[src/rtl/rf_ifm_feeder_if.sv]
// Bundle between the ifm feeder, the ifm SRAM bank, the layer controller
// and the PE-row register file. IFM_FEED_ZPAD_EN adds pad_top/pad_bot.
interface rf_ifm_feeder_if #(
    parameter int COL    = 8,
    parameter int ADDR_W = 10,
    parameter int CNT_W  = 8
);
    logic                start;
    logic [ADDR_W-1:0]   base_addr;
    logic [CNT_W-1:0]    num_rows;
    logic [CNT_W-1:0]    row_stride;
`ifdef IFM_FEED_ZPAD_EN
    logic [CNT_W-1:0]    pad_top;
    logic [CNT_W-1:0]    pad_bot;
`endif
    logic                stall;
    logic                sram_ren;
    logic [ADDR_W-1:0]   sram_addr;
    logic [COL*8-1:0]    sram_rdata;
    logic [COL*8-1:0]    ifm_out;
    logic                ifm_read;
    logic                busy;
    logic                done;

    modport master (
`ifdef IFM_FEED_ZPAD_EN
        input  pad_top,
        input  pad_bot,
`endif
        input  start,
        input  base_addr,
        input  num_rows,
        input  row_stride,
        input  stall,
        input  sram_rdata,
        output sram_ren,
        output sram_addr,
        output ifm_out,
        output ifm_read,
        output busy,
        output done
    );

    modport slave (
`ifdef IFM_FEED_ZPAD_EN
        output pad_top,
        output pad_bot,
`endif
        output start,
        output base_addr,
        output num_rows,
        output row_stride,
        output stall,
        output sram_rdata,
        input  sram_ren,
        input  sram_addr,
        input  ifm_out,
        input  ifm_read,
        input  busy,
        input  done
    );
endinterface

[src/rtl/rf_ifm_feeder.sv]
// Streams programmed ifm rows from SRAM into the PE-row register file.
// IFM_FEED_ZPAD_EN adds zero pad rows before/after the SRAM rows.
module rf_ifm_feeder #(
    parameter int COL    = 8,
    parameter int ADDR_W = 10,
    parameter int CNT_W  = 8
) (
    input  logic              clk,
    input  logic              rst,
    rf_ifm_feeder_if.master   bus
);
    localparam int CW = CNT_W + 2;
    localparam logic [1:0] S_IDLE  = 2'd0;
    localparam logic [1:0] S_RUN   = 2'd1;
    localparam logic [1:0] S_DRAIN = 2'd2;
    localparam logic [1:0] S_DONE  = 2'd3;

    logic [1:0]        state;
    logic [ADDR_W-1:0] addr;
    logic [CNT_W-1:0]  stride;
    logic [CW-1:0]     total;
    logic [CW-1:0]     issued;
    logic [CW-1:0]     delivered;
    logic              pend;
    logic              pend_pad;
    logic              skid_v;
    logic [COL*8-1:0]  skid;
    logic [COL*8-1:0]  out_q;
    logic              read_q;
    logic              accept;
    logic              iss;
    logic              is_pad;
    logic [CW-1:0]     start_total;

    // Every delivered row (SRAM or pad) is one "slot" in a single sequence.
`ifdef IFM_FEED_ZPAD_EN
    logic [CNT_W-1:0]  ptop;
    logic [CNT_W-1:0]  nrows;
    assign start_total = CW'(bus.pad_top) + CW'(bus.num_rows)
                       + CW'(bus.pad_bot);
    assign is_pad = (issued < CW'(ptop)) ||
                    (issued >= CW'(ptop) + CW'(nrows));
`else
    assign start_total = CW'(bus.num_rows);
    assign is_pad = 1'b0;
`endif

    assign accept = (state == S_IDLE) && bus.start;
    assign iss = (state == S_RUN) && (issued < total) &&
                 !bus.stall && !skid_v;

    assign bus.sram_ren  = iss && !is_pad;
    assign bus.sram_addr = addr;
    assign bus.ifm_out   = out_q;
    assign bus.ifm_read  = read_q;
    assign bus.done      = (state == S_DONE);
    assign bus.busy      = (state != S_IDLE) || accept;

    always_ff @(posedge clk) begin
        if (rst) begin
            state     <= S_IDLE;
            addr      <= '0;
            stride    <= '0;
            total     <= '0;
            issued    <= '0;
            delivered <= '0;
            pend      <= 1'b0;
            pend_pad  <= 1'b0;
            skid_v    <= 1'b0;
            skid      <= '0;
            out_q     <= '0;
            read_q    <= 1'b0;
`ifdef IFM_FEED_ZPAD_EN
            ptop      <= '0;
            nrows     <= '0;
`endif
        end else begin
            pend     <= iss;
            pend_pad <= iss && is_pad;
            read_q   <= 1'b0;
            // A returning row never coincides with a full skid: issue
            // needs both stall low and the skid empty.
            if (pend && !bus.stall) begin
                out_q  <= pend_pad ? '0 : bus.sram_rdata;
                read_q <= 1'b1;
            end else if (pend) begin
                skid   <= pend_pad ? '0 : bus.sram_rdata;
                skid_v <= 1'b1;
            end else if (skid_v && !bus.stall) begin
                out_q  <= skid;
                read_q <= 1'b1;
                skid_v <= 1'b0;
            end
            if (read_q)
                delivered <= delivered + 1'b1;
            if (iss)
                issued <= issued + 1'b1;
            if (bus.sram_ren)
                addr <= addr + ADDR_W'(stride);

            case (state)
                S_IDLE: begin
                    if (bus.start) begin
                        addr      <= bus.base_addr;
                        stride    <= bus.row_stride;
                        total     <= start_total;
                        issued    <= '0;
                        delivered <= '0;
`ifdef IFM_FEED_ZPAD_EN
                        ptop      <= bus.pad_top;
                        nrows     <= bus.num_rows;
`endif
                        state <= (start_total == '0) ? S_DONE : S_RUN;
                    end
                end
                S_RUN: begin
                    if (iss && (issued + 1'b1 == total))
                        state <= S_DRAIN;
                end
                S_DRAIN: begin
                    if (read_q && (delivered + 1'b1 == total))
                        state <= S_DONE;
                end
                default: state <= S_IDLE;
            endcase
        end
    end
endmodule
[src/flat_wrapper.sv]
// flat-port wrapper written by rule: the top's interface ports become plain ports
module rf_ifm_feeder_flat 
#(
    parameter int COL    = 8,
    parameter int ADDR_W = 10,
    parameter int CNT_W  = 8
)
  (clk, rst, bus_start, bus_base_addr, bus_num_rows, bus_row_stride, bus_stall, bus_sram_rdata, bus_sram_ren, bus_sram_addr, bus_ifm_out, bus_ifm_read, bus_busy, bus_done);
  rf_ifm_feeder_if #(.COL(COL), .ADDR_W(ADDR_W), .CNT_W(CNT_W)) bus_i ();
  input  logic clk;
  input  logic rst;
  input wire logic [$bits(bus_i.start)-1:0] bus_start;
  input wire logic [$bits(bus_i.base_addr)-1:0] bus_base_addr;
  input wire logic [$bits(bus_i.num_rows)-1:0] bus_num_rows;
  input wire logic [$bits(bus_i.row_stride)-1:0] bus_row_stride;
  input wire logic [$bits(bus_i.stall)-1:0] bus_stall;
  input wire logic [$bits(bus_i.sram_rdata)-1:0] bus_sram_rdata;
  output wire logic [$bits(bus_i.sram_ren)-1:0] bus_sram_ren;
  output wire logic [$bits(bus_i.sram_addr)-1:0] bus_sram_addr;
  output wire logic [$bits(bus_i.ifm_out)-1:0] bus_ifm_out;
  output wire logic [$bits(bus_i.ifm_read)-1:0] bus_ifm_read;
  output wire logic [$bits(bus_i.busy)-1:0] bus_busy;
  output wire logic [$bits(bus_i.done)-1:0] bus_done;
  assign bus_i.start = bus_start;
  assign bus_i.base_addr = bus_base_addr;
  assign bus_i.num_rows = bus_num_rows;
  assign bus_i.row_stride = bus_row_stride;
  assign bus_i.stall = bus_stall;
  assign bus_i.sram_rdata = bus_sram_rdata;
  assign bus_sram_ren = bus_i.sram_ren;
  assign bus_sram_addr = bus_i.sram_addr;
  assign bus_ifm_out = bus_i.ifm_out;
  assign bus_ifm_read = bus_i.ifm_read;
  assign bus_busy = bus_i.busy;
  assign bus_done = bus_i.done;
  rf_ifm_feeder #(.COL(COL), .ADDR_W(ADDR_W), .CNT_W(CNT_W)) u_core (.clk(clk), .rst(rst), .bus(bus_i));
endmodule
[config.mk]
export PLATFORM = sky130hd
export DESIGN_NAME = rf_ifm_feeder_flat
export DESIGN_NICKNAME = d
export VERILOG_FILES = /design/src/rtl/rf_ifm_feeder_if.sv /design/src/rtl/rf_ifm_feeder.sv /design/src/flat_wrapper.sv
export SDC_FILE = /design/constraint.sdc
export NUM_CORES = 1
export LEC_CHECK = 0
export ABC_AREA = 0
export CORE_MARGIN = 5
export CORE_UTILIZATION = 56
export DETAILED_ROUTE_END_ITERATION = 6
export PLACE_DENSITY = 0.85
export SKIP_CTS_REPAIR_TIMING = 1
export SLEW_MARGIN = 5
export SYNTH_ARGS = -nofsm -noshare
export SYNTH_HDL_FRONTEND = slang
export SYNTH_SLANG_ARGS = --single-unit
[constraint.sdc]
create_clock -name clk -period 3.6 [get_ports clk]
set_clock_uncertainty 0.1 [all_clocks]
set_input_delay 0.72 -clock clk [delete_from_list [all_inputs] [get_ports clk]]
set_output_delay 0.72 -clock clk [all_outputs]
set_load 0.005 [all_outputs]
Word-level counts from Yosys, hierarchy flattened

Cells that the tools add are included.

Add/sub/neg operators: 3
Multiply operators: 0
Div/mod/pow operators: 0
Magnitude comparators: 1
Equality and inequality tests: 9
Shifts and indexed selects: 0
Mux-type cells: 22
Bitwise gates (word level): 1
Reductions and logical operators: 21

Operators by type and width:

| cell                    | number |
|---|---|
| $mux W64                | 3 |
| $mux W10                | 9 |
| $add A10 B1 Y10 const B | 2 |
| $eq A10 B8 Y1           | 2 |
| $add A10 B8 Y10         | 1 |
| $logic_not A10 Y1       | 1 |
| $lt A10 B8 Y1           | 1 |
| $logic_and A1 B1 Y1     | 8 |
| $mux W2                 | 4 |
| $reduce_and A2 Y1       | 4 |
| $ne A2 B2 Y1 const B    | 3 |
| $pmux W2 S3             | 1 |
| $reduce_bool A2 Y1      | 3 |
| $mux W1                 | 5 |
| $eq A2 B2 Y1 const B    | 2 |
| $reduce_and A3 Y1       | 1 |
| $eq A2 B1 Y1 const B    | 1 |
| $logic_not A1 Y1        | 2 |
| $logic_not A2 Y1        | 1 |
| $ne A2 B1 Y1 const B    | 1 |
| $logic_or A1 B1 Y1      | 1 |
| $not A1 Y1              | 1 |

Register bits: 179
Bits in latches: 0
Bits in writable memories: 0
Memory bits (read-only): 0
Input port bits: 94
Output and inout bits: 78
Word-level logic and storage cells: 68
Memories: 0

Longest topological paths before layout

Gate-level depths: netlist of run 1.

Depth after elaboration: 7
Mapped depth: 11
Mapped depth without buffers: 10

Worst setup path before layout of run 1

No wires, ideal clock.

Kind: reg-to-output
Start: reg u_core.total[2]
End: out bus_sram_ren
Arrival time: 1.751 ns
Data required time: 2.780 ns
Setup slack: 1.029 ns
Stages on the path, launching flop included: 9
Buffers on the path: 1
Cell sequence: dfxtp_1 > inv_1 > ha_1 > o21ai_0 > a21oi_1 > nor4_1 > o21ai_0 > inv_1 > buf_2

Word-level cells in the longest chain between the ends: 4

Ends and longest elaborated chain:

| item                             | RTL line             | source |
|---|---|---|
| from (decl)                      | rf_ifm_feeder.sv:21  | `logic [CW-1:0] total;` |
| from (signal assigned)           | rf_ifm_feeder.sv:106 | `total <= start_total;` |
| $lt A10 B8 Y1                    | rf_ifm_feeder.sv:49  | `assign iss = (state == S_RUN) && (issued < total) &&` |
| $logic_and A1 B1 Y1 (2 in a row) | rf_ifm_feeder.sv:49  |  |
| $logic_and A1 B1 Y1              | rf_ifm_feeder.sv:50  | `!bus.stall && !skid_v;` |
| to (decl)                        | flat_wrapper.sv:18   | `output wire logic [$bits(bus_i.sram_ren)-1:0] bus_sram_ren;` |

Every way passes these cells.

Final worst setup path of run 1

Start: reg u_core.total[7]
End: out bus_sram_ren

The elaborated chain is that of the path after synthesis.

==> flow_summary.toml, run 1 <==
[critical_path]
cp_max_fo = 11
reg2reg_to = "u_core.state[0]"
crit_required_ns = 2.78
reg2reg_depth = 9
rrSetupSlack_ns = 0.87
start_kind = "register"
criticalPathCategory = "reg2out"
critical_path.endpoint_type = "primary output"
arrival_ns = 2.46
crit_path_start = "u_core.total[7]"
r2r_start = "u_core.total[7]"

[die]
io_pins = 172
die-area_um2 = 18400
rows = 46
coreArea_um2 = 15700
start_util = 0.564
die_y_um = 136
fp.dieW_um = 136

[power_and_ir_drop]
p_leak_nw = 4.10
power_mw = 5.32
p_per_area_nw_per_um2 = 478
vdd_drop_max_uv = 350

[worst_hold_path]
hold_path_end = "u_core.skid[9]"
worstHoldPathCells = 2
hp-class = "reg2reg"
hp-start = "u_core.skid[9]"

[logic_synthesis]
synth_seq_cells = 179
synth_common_cells = "207 x a21oi_1, 184 x nand2_1, 181 x nor2_1"
yosysWarnings = 0
synthXorXnorAreaFrac = 0.0367
synth-compound-area-share = 0.230
yosysMostFrequentCell = "a21oi_1"
synth_fa_ha_area_frac = 0.0348
synth_ff_type = "dfxtp_1"
syn_area_per_cell_um2 = 7.58
synth_edf_count = 0
synth_top_area_frac = 0.405
synthCells = 1166
async_flop_share = 0
synth_top_area_cell = "dfxtp_1"
netlist_area_um2 = 8840
post_synth_num_cell_types = 56
ys_seq_area_frac = 0.405
synth_top_family_by_area = "compound AO/OA/AOI/OAI gates"
yosys.area_share.simple = 0.203
synthesis.nets = 1284
muxShareOfSynthArea = 0.0113
synthTopCellsByArea = "dfxtp_1 41%, a21oi_1 12%, nand2_1 7.8%, nor2_1 7.7%, o221a_2 6.6%"

[clock_network]
cts.sinks = 179
root_buffer = "clkbuf_16"
h-tree-depth = 4
cts-buffers-inserted = 17
clk_path_buf_depth = 2
cts_tree = "yes"
insertion_delay_ns = 0.42
clk_pin_slew_ns = 0.07

[sta]
fin_crit_sh = 0.912
hold_viol_final = 0
post-route-min-period_ns = 3.28
fin_ws_ns = 0.318
finalSetupViolCount = 0
rsz0062_at_grt = "no"
clock.fmax_mhz = 305
tightest_slew_ns = 0.987
fin_setup_tns_ns = 0
slew_headroom = 0.339
slew_violations = 0

[placement]
port_buffers = 171
dp_slack_ns = 0.712
dp_hpwl_um = 15500
gp_congestion = 0.907

[routing]
dr_total_vias = 8361
wirelength_um = 24100
drc_errors = 0
first_pass_iters = 5
viasPerCell = 5.56
drt_iter0_drc = 707
ant_nets = 0
routedWlPerCell_um = 16.0

[global_route]
overflow = 0
grt_pass1_vias = 8088
grt_pass1_wl_um = 38900
grt_antenna_before_repair = 0
use_met1 = 0.332
grtUsageMet2 = 0.428
gr-usage-met3 = 0.0464
grt_max_degree = 97
grt_usage = 0.257
grt-busiest-layer = "met2"

[layout]
antenna_cells = 0
multi_input_area_um2 = 4560
fin_nets = 1392
fillers = 1249
area_growth_pct = 26.1
layout-drive-gt1-share = 0.0862
seq_area_um2 = 3590
final_util = 0.712

[outcome]
outcome = "completed"

[job]
max_cap_violations = 0
## worst max path at each step
stage	to	slack [ns]	cells after the start
final	bus_sram_ren	0.32	7
after global routing	bus_sram_ren	0.16	7
after floorplan	bus_sram_ren	1.03	8
after detailed placement	bus_sram_ren	0.71	6
after CTS	bus_sram_ren	0.32	7
after global placement	bus_sram_ren	0.78	6
## critical path, cell delays in order, from the launching register on
cell and delay (ns):
dfxtp_1 0.54, inv_1 0.11, ha_1 0.19, nor4_1 0.25, and4b_1 0.23, o21ai_1 0.10
inv_1 0.10, clkdlybuf4s50_1 0.51
## metrics by stage
step	hold slack (ns)	instances	instance area, um^2
detailed placement	0.347	1471	10600
global placement	0.342	1471	10600
floorplan	0.337	1166	8840
finish	0.354	1503	11100
global route	0.378	1503	11100
CTS	0.356	1503	11100
## logic make-up (layout without fill, tap and decap cells)
family | count (synthesis) | in the layout
adder cells (fa/ha/maj) | 24 | 24
multiplexers | 10 | 10
AND/OR/NAND/NOR | 433 | 433
flip-flops | 179 | 179
buffers and inverters | 174 | 295
AO/OA/AOI/OAI | 309 | 309
XOR/XNOR | 37 | 37
## where the power goes
part	internal, mW	total (mW)	switching [mW]
registers	2.12	2.26	0.137
clock network	1.03	1.86	0.824
logic	0.573	1.21	0.636
## registers in the layout (all words and copies together), names as in the netlist
register	flops
u_core.bus.ifm_out	64
u_core.bus.ifm_read	1
u_core.bus.sram_addr	10
u_core.delivered	10
u_core.issued	10
u_core.pend	1
u_core.skid	64
u_core.skid_v	1
u_core.state	2
u_core.stride	8
u_core.total	8
## area by class of cell
cell class,instances,area share
tap,216,0.0243
timing repair buffer,184,0.165
clock buffer,18,0.0385
clock inverter,14,0.0137
multi-input combinational,813,0.410
sequential,179,0.322
inverter,79,0.0266
## per-layer routing
layer | vias up | wire (um)
li1 | 4138 | -
met1 | 3896 | 10300
met2 | 272 | 11800
met3 | 55 | 1310
met4 | 0 | 664
met5 | - | 0
## cell usage in the layout (no fill, tap or decap), types with 6 or more instances in the layout
cell / count
nand2_1: 183
nand2b_1: 6
clkdlybuf4s50_1: 169
clkbuf_16: 17
nor2_1: 181
ha_1: 23
xor2_1: 19
nor3_1: 21
mux2i_1: 10
a211oi_1: 10
buf_4: 12
o221a_2: 52
inv_1: 79
xnor2_1: 18
dfxtp_1: 177
nand4_1: 6
a21oi_1: 207
Power figures use the tool's default switching activity.
==> run 2, diff against run 1 <==
--- a/config.mk
+++ b/config.mk
@@ -11,7 +11,6 @@
 export DETAILED_ROUTE_END_ITERATION = 6
 export PLACE_DENSITY = 0.85
 export SKIP_CTS_REPAIR_TIMING = 1
-export SLEW_MARGIN = 5
 export SYNTH_ARGS = -nofsm -noshare
 export SYNTH_HDL_FRONTEND = slang
 export SYNTH_SLANG_ARGS = --single-unit
==> results of run 2 <==
Same layout as run 1: the final DEF is identical, and so are final timing and power.
